### config.mk
export PLATFORM = sky130hd
export DESIGN_NAME = hub75_scan_ctrl
export DESIGN_NICKNAME = d
export VERILOG_FILES = /design/src/rtl/hub75_scan_ctrl.sv
export SDC_FILE = /design/constraint.sdc
export NUM_CORES = 1
export LEC_CHECK = 0
export ABC_CLOCK_PERIOD_IN_PS = 2750
export CORE_MARGIN = 2
export CORE_UTILIZATION = 55
export CTS_BUF_LIST = sky130_fd_sc_hd__clkbuf_2 sky130_fd_sc_hd__clkbuf_4 sky130_fd_sc_hd__clkbuf_8
export DETAILED_ROUTE_END_ITERATION = 16
export PLACE_DENSITY_LB_ADDON = 0.05
export SETUP_SLACK_MARGIN = 0.02
export SYNTH_ARGS = -nofsm -noshare
export SYNTH_HDL_FRONTEND = slang
export SYNTH_SLANG_ARGS = --single-unit
export TNS_END_PERCENT = 100
### constraint.sdc
create_clock -name clk -period 2.75 [get_ports clk]
set_input_delay 0.55 -clock clk [delete_from_list [all_inputs] [get_ports clk]]
set_output_delay 0.55 -clock clk [all_outputs]
set_load 0.1 [all_outputs]
### src/rtl/hub75_scan_ctrl.sv
// ---------------------------------------------------------------------------
// hub75_scan_ctrl
//
// Scans a 32x32 HUB75 panel (two 16-row halves driven in parallel) out of a
// frame memory. For each row pair the controller fetches every column, shifts
// the top/bottom RGB triplets out on a divided shift clock, then latches the
// row, selects it on rowD and un-blanks the panel for a fixed dwell.
//
// Build option:
//   HUB75_DIM_EN  - adds the dim[1:0] input; the display dwell becomes
//                   max(1, DISPLAY_CYCLES >> dim), with dim sampled when
//                   the display phase begins.
//
// Ports:
//   clk         system clock, all logic on posedge
//   reset       asynchronous active-low reset
//   run         scan enable, only acted on at row boundaries
//   dim         (HUB75_DIM_EN only) brightness shift
//   rd_data     frame memory data {top RGB, bottom RGB}, one clk latency
//   rd_addr     frame memory read address {row, col}
//   RGB1/RGB2   top / bottom half pixel data
//   sclk        panel shift clock (panel samples on rising edge)
//   LAT         panel latch strobe, active high
//   OE          panel output enable, active low
//   rowD        panel row select
//   frame_done  one-clk pulse after the last row's display dwell
// ---------------------------------------------------------------------------
module hub75_scan_ctrl #(
  parameter int COLS           = 32,
  parameter int ROWS_HALF      = 16,
  parameter int CLK_DIV        = 2,
  parameter int DISPLAY_CYCLES = 64
) (
  input  logic                                clk,
  input  logic                                reset,
  input  logic                                run,
`ifdef HUB75_DIM_EN
  input  logic [1:0]                          dim,
`endif
  input  logic [5:0]                          rd_data,
  output logic [$clog2(ROWS_HALF*COLS)-1:0]   rd_addr,
  output logic [2:0]                          RGB1,
  output logic [2:0]                          RGB2,
  output logic                                sclk,
  output logic                                LAT,
  output logic                                OE,
  output logic [$clog2(ROWS_HALF)-1:0]        rowD,
  output logic                                frame_done
);

  localparam int COL_W   = $clog2(COLS);
  localparam int ROW_W   = $clog2(ROWS_HALF);
  localparam int MAX_LEN = (DISPLAY_CYCLES > CLK_DIV) ? DISPLAY_CYCLES : CLK_DIV;
  localparam int CNT_W   = $clog2(MAX_LEN + 1);

  localparam logic [COL_W-1:0] COL_LAST  = COL_W'(COLS - 1);
  localparam logic [ROW_W-1:0] ROW_LAST  = ROW_W'(ROWS_HALF - 1);
  localparam logic [CNT_W-1:0] DIV_LOAD  = CNT_W'(CLK_DIV - 1);
  localparam logic [CNT_W-1:0] DISP_LOAD = CNT_W'(DISPLAY_CYCLES - 1);

  typedef enum logic [2:0] {
    S_IDLE,
    S_FETCH,
    S_SHIFT_LO,
    S_SHIFT_HI,
    S_BLANK,
    S_LATCH,
    S_DISPLAY
  } state_t;

  state_t                               r_state;
  state_t                               w_next;
  logic [CNT_W-1:0]                     r_cnt;
  logic [CNT_W-1:0]                     w_load;
  logic [CNT_W-1:0]                     w_disp_load;
  logic                                 w_cnt_done;
  logic [COL_W-1:0]                     r_col;
  logic [COL_W-1:0]                     w_col_nxt;
  logic [ROW_W-1:0]                     r_row;
  logic [ROW_W-1:0]                     w_row_nxt;
  logic                                 w_frame_end;

  logic [$clog2(ROWS_HALF*COLS)-1:0]    r_rd_addr;
  logic [2:0]                           r_rgb1;
  logic [2:0]                           r_rgb2;
  logic                                 r_sclk;
  logic                                 r_lat;
  logic                                 r_oe;
  logic [ROW_W-1:0]                     r_rowd;
  logic                                 r_frame_done;

  // Counter holds (phase length - 1) and counts down to zero.
  assign w_cnt_done = (r_cnt == '0);

`ifdef HUB75_DIM_EN
  logic [CNT_W-1:0] w_disp_len;

  always_comb begin
    w_disp_len = CNT_W'(DISPLAY_CYCLES) >> dim;
    if (w_disp_len == '0) begin
      w_disp_len = CNT_W'(1);
    end
    w_disp_load = w_disp_len - CNT_W'(1);
  end
`else
  assign w_disp_load = DISP_LOAD;
`endif

  // NOTE: every signal gets a default at the top of an always_comb so no path
  // leaves it unassigned; that is what keeps latches from being inferred.
  always_comb begin
    w_next      = r_state;
    w_col_nxt   = r_col;
    w_row_nxt   = r_row;
    w_frame_end = 1'b0;

    case (r_state)
      S_IDLE: begin
        if (run) begin
          w_next = S_FETCH;
        end
      end
      S_FETCH: begin
        w_next = S_SHIFT_LO;
      end
      S_SHIFT_LO: begin
        if (w_cnt_done) begin
          w_next = S_SHIFT_HI;
        end
      end
      S_SHIFT_HI: begin
        if (w_cnt_done) begin
          if (r_col == COL_LAST) begin
            w_col_nxt = '0;
            w_next    = S_BLANK;
          end else begin
            w_col_nxt = r_col + COL_W'(1);
            w_next    = S_FETCH;
          end
        end
      end
      S_BLANK: begin
        w_next = S_LATCH;
      end
      S_LATCH: begin
        if (w_cnt_done) begin
          w_next = S_DISPLAY;
        end
      end
      S_DISPLAY: begin
        if (w_cnt_done) begin
          if (r_row == ROW_LAST) begin
            w_row_nxt   = '0;
            w_frame_end = 1'b1;
          end else begin
            w_row_nxt = r_row + ROW_W'(1);
          end
          // run is only honoured here, so a row is never cut short.
          w_next = run ? S_FETCH : S_IDLE;
        end
      end
      default: begin
        w_next = S_IDLE;
      end
    endcase
  end

  // Phase length loaded when a state is entered.
  always_comb begin
    w_load = '0;
    case (w_next)
      S_SHIFT_LO, S_SHIFT_HI, S_LATCH: w_load = DIV_LOAD;
      S_DISPLAY:                       w_load = w_disp_load;
      default:                         w_load = '0;
    endcase
  end

  // NOTE: sequential state uses non-blocking assignments so every flop samples
  // the pre-edge values of its neighbours regardless of statement order.
  always_ff @(posedge clk or negedge reset) begin
    if (!reset) begin
      r_state <= S_IDLE;
    end else begin
      r_state <= w_next;
    end
  end

  // Every register here drives a panel pin or sequences one, so all are reset
  // to a defined, blanked value.
  always_ff @(posedge clk or negedge reset) begin
    if (!reset) begin
      r_cnt        <= '0;
      r_col        <= '0;
      r_row        <= '0;
      r_rd_addr    <= '0;
      r_rgb1       <= '0;
      r_rgb2       <= '0;
      r_sclk       <= 1'b0;
      r_lat        <= 1'b0;
      r_oe         <= 1'b1;
      r_rowd       <= '0;
      r_frame_done <= 1'b0;
    end else begin
      if (w_next != r_state) begin
        r_cnt <= w_load;
      end else if (!w_cnt_done) begin
        r_cnt <= r_cnt - CNT_W'(1);
      end

      r_col <= w_col_nxt;
      r_row <= w_row_nxt;

      // Address is issued as FETCH begins, using the already-advanced col/row.
      if (w_next == S_FETCH) begin
        r_rd_addr <= {w_row_nxt, w_col_nxt};
      end

      // Memory answers one clk after the address moves, so the pixel is taken
      // at the end of the first SHIFT_LO clk; with CLK_DIV > 1 this leaves
      // the data settled for at least one clk before sclk rises.
      if (r_state == S_SHIFT_LO && r_cnt == DIV_LOAD) begin
        r_rgb1 <= rd_data[5:3];
        r_rgb2 <= rd_data[2:0];
      end

      // Pin levels are decoded from the state being entered, so each pin
      // changes on the same edge as the state and stays glitch-free.
      r_sclk <= (w_next == S_SHIFT_HI);
      r_lat  <= (w_next == S_LATCH);
      r_oe   <= (w_next != S_DISPLAY);

      if (w_next == S_BLANK) begin
        r_rowd <= r_row;
      end

      r_frame_done <= w_frame_end;
    end
  end

  assign rd_addr    = r_rd_addr;
  assign RGB1       = r_rgb1;
  assign RGB2       = r_rgb2;
  assign sclk       = r_sclk;
  assign LAT        = r_lat;
  assign OE         = r_oe;
  assign rowD       = r_rowd;
  assign frame_done = r_frame_done;

endmodule

==> summary.md, run 1 <==
| Metric | Value |
|---|---|
| Hold WS | 0.304 ns |
| TritonCTS clock tree | built |
| Startpoint types | register |
| Synthesis-to-layout area growth | 18.4% |
| Max-cap violations | 0 |
| Leakage dissipation | 1.09 nW |
| Number of antenna repair diodes | 0 |
| Routability congestion estimate | 1.02 |
| Count of final setup violators | 0 |
| Ys flop type | dfrtp_1 |
| Number of buffers inserted by port buffering | 31 |
| Clock Pin Slew Worst Setup and Hold Paths | 0.12 ns |
| Max H-tree Level | 2 |
| Kind of path behind the tightest hold check | input pin to asynchronous set/reset pin |
| Largest buffer count on any clock path | 2 |
| Leading post-synthesis cells by cell area | dfrtp_1, mux2_2, mux2_1, ha_1, nor2_1 |
| Cell breakdown of the critical path | inv_1 -> ha_1 -> or4b_4 -> nor3_1 -> mux2_2 -> mux2_1 |
| Number of antenna violations at the first check in global routing | 0 |
| Share of the yosys chip area belonging to registers | 53.0% |
| Floorplan row count | 21 |
| Vias per std cell | 5.78 |
| Netlist area before placement | between 1500 and 2000 µm² |
| Post-Synthesis Net Count | 183 |
| Tcrit/Tclk final | between 90% and 100% |
| Distinct cell type count after synthesis | 43 |
| Number of global-route vias before repair | approximately 1500 |
| Crit. End Element | register |
| Total number of clock tree sinks | 42 |
| Remaining number of nets flagged by the antenna check after routing | 0 |
| Number of enable-type register cells in the synthesized netlist | 0 |
| Transition time at the pin with the least slew margin | 0.901 ns |
| Post-CTS setup buffer count | 0 |
| Detailed-route DRC error count | 0 |
| WS Path Type | register to register |
| Number of register bits inferred by synthesis | 42 |
| Max VDD drop | 352 µV |
| Critical-path maximum fanout | 6 |
| Wire length of the first global-routing pass | 6820 µm |
| Data required time at the worst endpoint | roughly 3 ns |
| Most instantiated library cell after synthesis | dfrtp_1 |
| Fin nets | roughly 220 |
| Top cell type by total area after synthesis | dfrtp_1 |
| Syn avg cell area | 11.7 µm² |
| Width of the die | 64.1 µm |
| Overall Power | 1.02 mW |
| Fill cell count | 249 |
| Global routing usage summed across all routing layers | 21.4% |
| Highest Clock Rate | 0.399 GHz |
| Status | complete, no violations |
| Critical-path cell with the highest stage delay | or4b_4 |
| Unrepaired setup endpoints after global routing | false |
| Pwr dens | ~430 nW/µm² |
| Drt first-iter violations | 90 |
| Data arrival, critical path | approximately 2.8 ns |
| Final Critical Period | 2.51 ns |
| Floorplan Core Area | between 3000 and 4000 µm² |
| Number of slew-limit violations in the final report | 0 |
| Cell at the root of the clock tree | clkbuf_4 |
| Detailed Place HPWL | about 2800 µm |
| Fin cells | 251 |
| CTS buffer count | 5 |
| Mean routed wirelength per cell | ~15 µm |
| Die boundary height | 64.1 µm |
| Clock latency at the later pin of the worst-skew pair | ~0.36 ns |
| Cells after synthesis | around 170 |
| Remaining max-slew budget at the tightest pin | 39.9% |
| Syn. warnings | 0 |
| Post-synth top cells | dfrtp_1, mux2_2, nor2_1, nand2_1 |
| Area of the die | 4100 µm² |
| Highest cell delay on the worst timing path | 0.52 ns |
| Wire length reported by the detailed router | 3870 µm |
| I/O pin count | 32 |
| Setup clock skew after layout | 0.00710 ns |
| Cell Count Post-Placement | 243 |
| Setup Total Neg Slack | 0 ns |
| Share of synthesized flip-flops with an asynchronous set or reset | 100% |
| Aggregate global routing overflow | 0 |
| Area share of the leading cell type in the synthesized netlist | 51.7% |
| Total via count after detailed routing | 1450 |
| Number of buffers added to fix hold violations after cts | 0 |
| Detailed-router iteration count before antenna repair | 5 |
| Post-cts resize count | 0 |
| Effective utilization at floorplan | 58.5% |
| Share of the core filled with cells | just under 70% |
| Final hold vios | 0 |
| Maximum number of pins on one net before global-route repair | 43 |
| Fraction of layout instances using a drive strength above 1 | 28.3% |
==> where the power goes <==
group / internal [mW] / total, mW / switching [mW]
clock network: 0.134 / 0.328 / 0.194
logic: 0.0180 / 0.0678 / 0.0498
registers: 0.622 / 0.624 / 0.00234
total: 0.774 / 1.02 / 0.246
==> layout by cell type (no fill, tap or decap), types with 3 or more instances in the layout <==
master,n
a21oi_1,6
nor4_1,3
a211oi_1,4
ha_1,5
nand3_1,3
buf_4,25
clkbuf_4,6
nor2_1,13
clkdlybuf4s50_1,7
inv_1,6
mux2_2,17
a31oi_1,4
nor3_1,6
dfrtp_1,41
xnor2_1,5
mux2_1,6
nand2_1,7
o21ai_0,3
==> metrics by stage <==
stage / area, µm² / setup WS [ns]
finish: 2350 / 0.245
floorplan: 1980 / 0.447
global placement: 2290 / 0.352
detailed placement: 2290 / 0.261
CTS: 2350 / 0.248
global route: 2350 / 0.146
==> kinds of logic after synthesis <==
kind of cell,Yosys count,synth area share (%)
AO/OA/AOI/OAI,27,9.46
XOR/XNOR,7,3.09
adder cells (fa/ha/maj),5,3.15
buffers and inverters,11,2.08
flip-flops,42,53.0
multiplexers,24,13.6
AND/OR/NAND/NOR,53,15.6
==> area by class of cell <==
type | instances | area, µm² | area share (%)
Sequential cell | 42 | 1050 | 44.8
Clock buffer | 7 | 58.8 | 2.50
Timing Repair Buffer | 33 | 263 | 11.2
Clock inverter | 1 | 5.00 | 0.213
Tap cell | 46 | 57.6 | 2.45
Inverter | 6 | 22.5 | 0.958
Multi-Input combinational cell | 116 | 891 | 37.9
==> worst max-delay path, delay by kind of cell, from the launching register on <==
family        cells  cell delay [ns]
simple gates      2             0.90
mux               2             0.69
fa+ha+maj         1             0.27
buf+inv           1             0.10
flops             1             0.45
==> flip-flops by register name, indices dropped and copies added (netlist names), 3 cells and up <==
signal,flops
RGB1,3
rowD,4
r_row,4
rd_addr,9
RGB2,3
r_col,5
r_cnt,7
r_state,3
==> final timing paths <==
kind,startpoint,cells past startpoint,slack [ns],endpoint
worst max register to register,r_cnt[0]$_DFFE_PN0P_,6,0.24,rd_addr[1]$_DFFE_PN0N_
min in group clk,rd_addr[7]$_DFFE_PN0N_,1,0.50,rd_addr[7]$_DFFE_PN0N_
worst min register to register,rd_addr[7]$_DFFE_PN0N_,1,0.50,rd_addr[7]$_DFFE_PN0N_
worst max-delay path,r_cnt[0]$_DFFE_PN0P_,6,0.24,rd_addr[1]$_DFFE_PN0N_
max in group asynchronous,reset,1,1.88,r_cnt[1]$_DFFE_PN0P_
worst min-delay path,reset,1,0.30,rd_addr[2]$_DFFE_PN0N_
==> per-layer routing <==
layer	routed length [µm]	global-route usage, %
met1	1730	27.3
met2	1890	35.3
met3	190	5.81
met4	57	7.07
met5	0	0
No activity file was read; power rests on OpenSTA's default activity.
==> run 2, diff against run 1 <==
Settings changed: REMOVE_ABC_BUFFERS from default to 1.
==> summary.md, run 2 (same netlist as run 1, synthesis figures left out) <==
| Metric | Value |
|---|---|
| Status | complete, no violations (unchanged) |
| Vias per std cell | 5.81 (was 5.78) |
| Flip-flop count of the largest register, all copies and words added | 9 (unchanged) |
| Mean routed wirelength per cell | 15.1 µm (was 15.4 µm) |
| Remaining max-slew budget at the tightest pin | 39.2% (was 39.9%) |
| Total number of clock tree sinks | 42 (unchanged) |
| Die boundary height | 64.1 µm (unchanged) |
| Cell breakdown of the critical path | inv_1 -> ha_1 -> or4b_4 -> nor3_1 -> mux2_2 -> mux2_1 (unchanged) |
| Clock Pin Slew Worst Setup and Hold Paths | 0.12 ns (about the same) |
| Fin cells | 251 (unchanged) |
| Fin nets | 218 (unchanged) |
| Global routing usage summed across all routing layers | 21.3% (was 21.4%) |
| Startpoint types | register (unchanged) |
| Critical-path cell with the highest stage delay | or4b_4 (unchanged) |
| Worst reg2reg path depth | 6 (unchanged) |
| Cell Count Post-Placement | 243 (unchanged) |
| Fraction of layout instances using a drive strength above 1 | 28.3% (unchanged) |
| Critical-path maximum fanout | 6 (unchanged) |
| Unrepaired setup endpoints after global routing | false (unchanged) |
| Wire length of the first global-routing pass | 6760 µm (was 6820 µm) |
| Area of the die | 4100 µm² (unchanged) |
| Routability congestion estimate | 0.925 (was 1.02) |
| Post-CTS setup buffer count | 0 (unchanged) |
| Remaining number of nets flagged by the antenna check after routing | 0 (unchanged) |
| Kind of path behind the tightest hold check | input pin to asynchronous set/reset pin (unchanged) |
| Drt first-iter violations | 87 (was 90) |
| Crit. End Element | register (unchanged) |
| Data arrival, critical path | 2.71 ns (was 2.76 ns) |
| I/O pin count | 32 (unchanged) |
| Most frequent standard cell in the layout excluding fill and tap cells | dfrtp_1 (unchanged) |
| Aggregate global routing overflow | 0 (unchanged) |
| Synthesis-to-layout area growth | 19.2% (was 18.4%) |
| Setup slack of the critical path after layout | 0.277 ns (was 0.245 ns) |
| Final hold vios | 0 (unchanged) |
| Highest Clock Rate | 0.404 GHz (was 0.399 GHz) |
| Width of the die | 64.1 µm (unchanged) |
| CTS buffer count | 5 (unchanged) |
| Transition time at the pin with the least slew margin | 0.912 ns (was 0.901 ns) |
| Max VDD drop | 266 µV (was 352 µV) |
| Final Critical Period | 2.47 ns (was 2.51 ns) |
| Count of final setup violators | 0 (unchanged) |
| Number of buffers inserted by port buffering | 31 (unchanged) |
| Share of the core filled with cells | 69.8% (was 69.3%) |
| Data required time at the worst endpoint | 2.99 ns (was 3.01 ns) |
| Highest cell delay on the worst timing path | 0.52 ns (about the same) |
| Max-cap violations | 0 (unchanged) |
| Total via count after detailed routing | 1458 (was 1450) |
| WS Path Type | register to register (unchanged) |
| Clock latency at the later pin of the worst-skew pair | 0.34 ns (was 0.36 ns) |
| Setup clock skew after layout | 0.00792 ns (was 0.00710 ns) |
| Detailed-route DRC error count | 0 (unchanged) |
| Register-to-Register Setup Slack | 0.28 ns (was 0.24 ns) |
| Max H-tree Level | 2 (unchanged) |
| Setup Slack @ Placement | 0.307 ns (was 0.261 ns) |
| Floorplan Core Area | 3390 µm² (unchanged) |
| Hold WS | 0.323 ns (was 0.304 ns) |
| Number of antenna repair diodes | 0 (unchanged) |
| Number of slew-limit violations in the final report | 0 (unchanged) |
| Effective utilization at floorplan | 58.5% (unchanged) |
| Number of antenna violations at the first check in global routing | 0 (unchanged) |
| Reg-to-reg startpoint | r_cnt[0]$_DFFE_PN0P_ (unchanged) |
| Highest-count cells in the layout ignoring fill and taps | dfrtp_1, buf_4, mux2_2, nor2_1 (unchanged) |
| Setup Total Neg Slack | 0 ns (unchanged) |
| Floorplan row count | 21 (unchanged) |
| Tcrit/Tclk final | 89.9% (was 91.1%) |
| TritonCTS clock tree | built (unchanged) |
| Pwr dens | 448 nW/µm² (was 434 nW/µm²) |
| Cell at the root of the clock tree | clkbuf_4 (unchanged) |
| Maximum number of pins on one net before global-route repair | 43 (unchanged) |
| Wire length reported by the detailed router | 3790 µm (was 3870 µm) |
| Detailed-router iteration count before antenna repair | 4 (was 5) |
| Worst reg2reg endpoint | rd_addr[1]$_DFFE_PN0N_ (unchanged) |
| Detailed Place HPWL | 2700 µm (was 2790 µm) |
| Number of global-route vias before repair | 1450 (was 1515) |
| Leakage dissipation | 1.09 nW (about the same) |
| Post-cts resize count | 0 (unchanged) |
| Largest buffer count on any clock path | 2 (unchanged) |
| Number of buffers added to fix hold violations after cts | 0 (unchanged) |
run 2: stage by stage:
stage / total power [mW] / area, µm²
final: 1.06 / 2360
after global routing: 1.10 / 2360
after CTS: 1.07 / 2360
after detailed placement: 0.705 / 2290
after global placement: 0.704 / 2290
after floorplan: 0.673 / 1970
run 2: power breakdown:
part / leakage [nW] / internal (mW) / switching [mW] / total, mW
Sequential: 0.536 / 0.622 / 0.00216 / 0.624
Combinational: 0.513 / 0.0180 / 0.0500 / 0.0681
Clock: 0.0446 / 0.175 / 0.191 / 0.366
run 2: critical path, delay by kind of cell (launching register included):
kind          cells  cell delay, ns
fa+ha+maj         1            0.24
buf+inv           1            0.10
flops             1            0.46
mux               2            0.69
simple gates      2            0.89
run 2: routing by layer:
| metal | track usage [%] | up-vias | wire length, µm |
|---|---|---|---|
| met5 | 0 | - | 0 |
| met4 | 7.61 | 0 | 29 |
| met3 | 4.93 | 2 | 178 |
| met2 | 34.9 | 35 | 1850 |
| met1 | 27.6 | 731 | 1730 |
| li1 | - | 690 | - |
run 2: layout make-up:
type,count,area [µm²]
inverters,6,22.5
fillers,270,1020
repair buffers,33,263
flip-flops and latches,42,1050
well taps,46,57.6
clock buffers,8,78.8
multi-input cells,116,891
run 2: worst max-delay path by stage:
stage / startpoint / to / cells after the start
3_5_place_dp: r_cnt[0]$_DFFE_PN0P_ / rd_addr[1]$_DFFE_PN0N_ / 6
4_1_cts: r_cnt[0]$_DFFE_PN0P_ / rd_addr[1]$_DFFE_PN0N_ / 6
2_1_floorplan: r_cnt[0]$_DFFE_PN0P_ / rd_addr[1]$_DFFE_PN0N_ / 6
3_3_place_gp: r_cnt[0]$_DFFE_PN0P_ / rd_addr[1]$_DFFE_PN0N_ / 6
5_1_grt: r_cnt[0]$_DFFE_PN0P_ / rd_addr[1]$_DFFE_PN0N_ / 6
6_report: r_cnt[0]$_DFFE_PN0P_ / rd_addr[1]$_DFFE_PN0N_ / 6
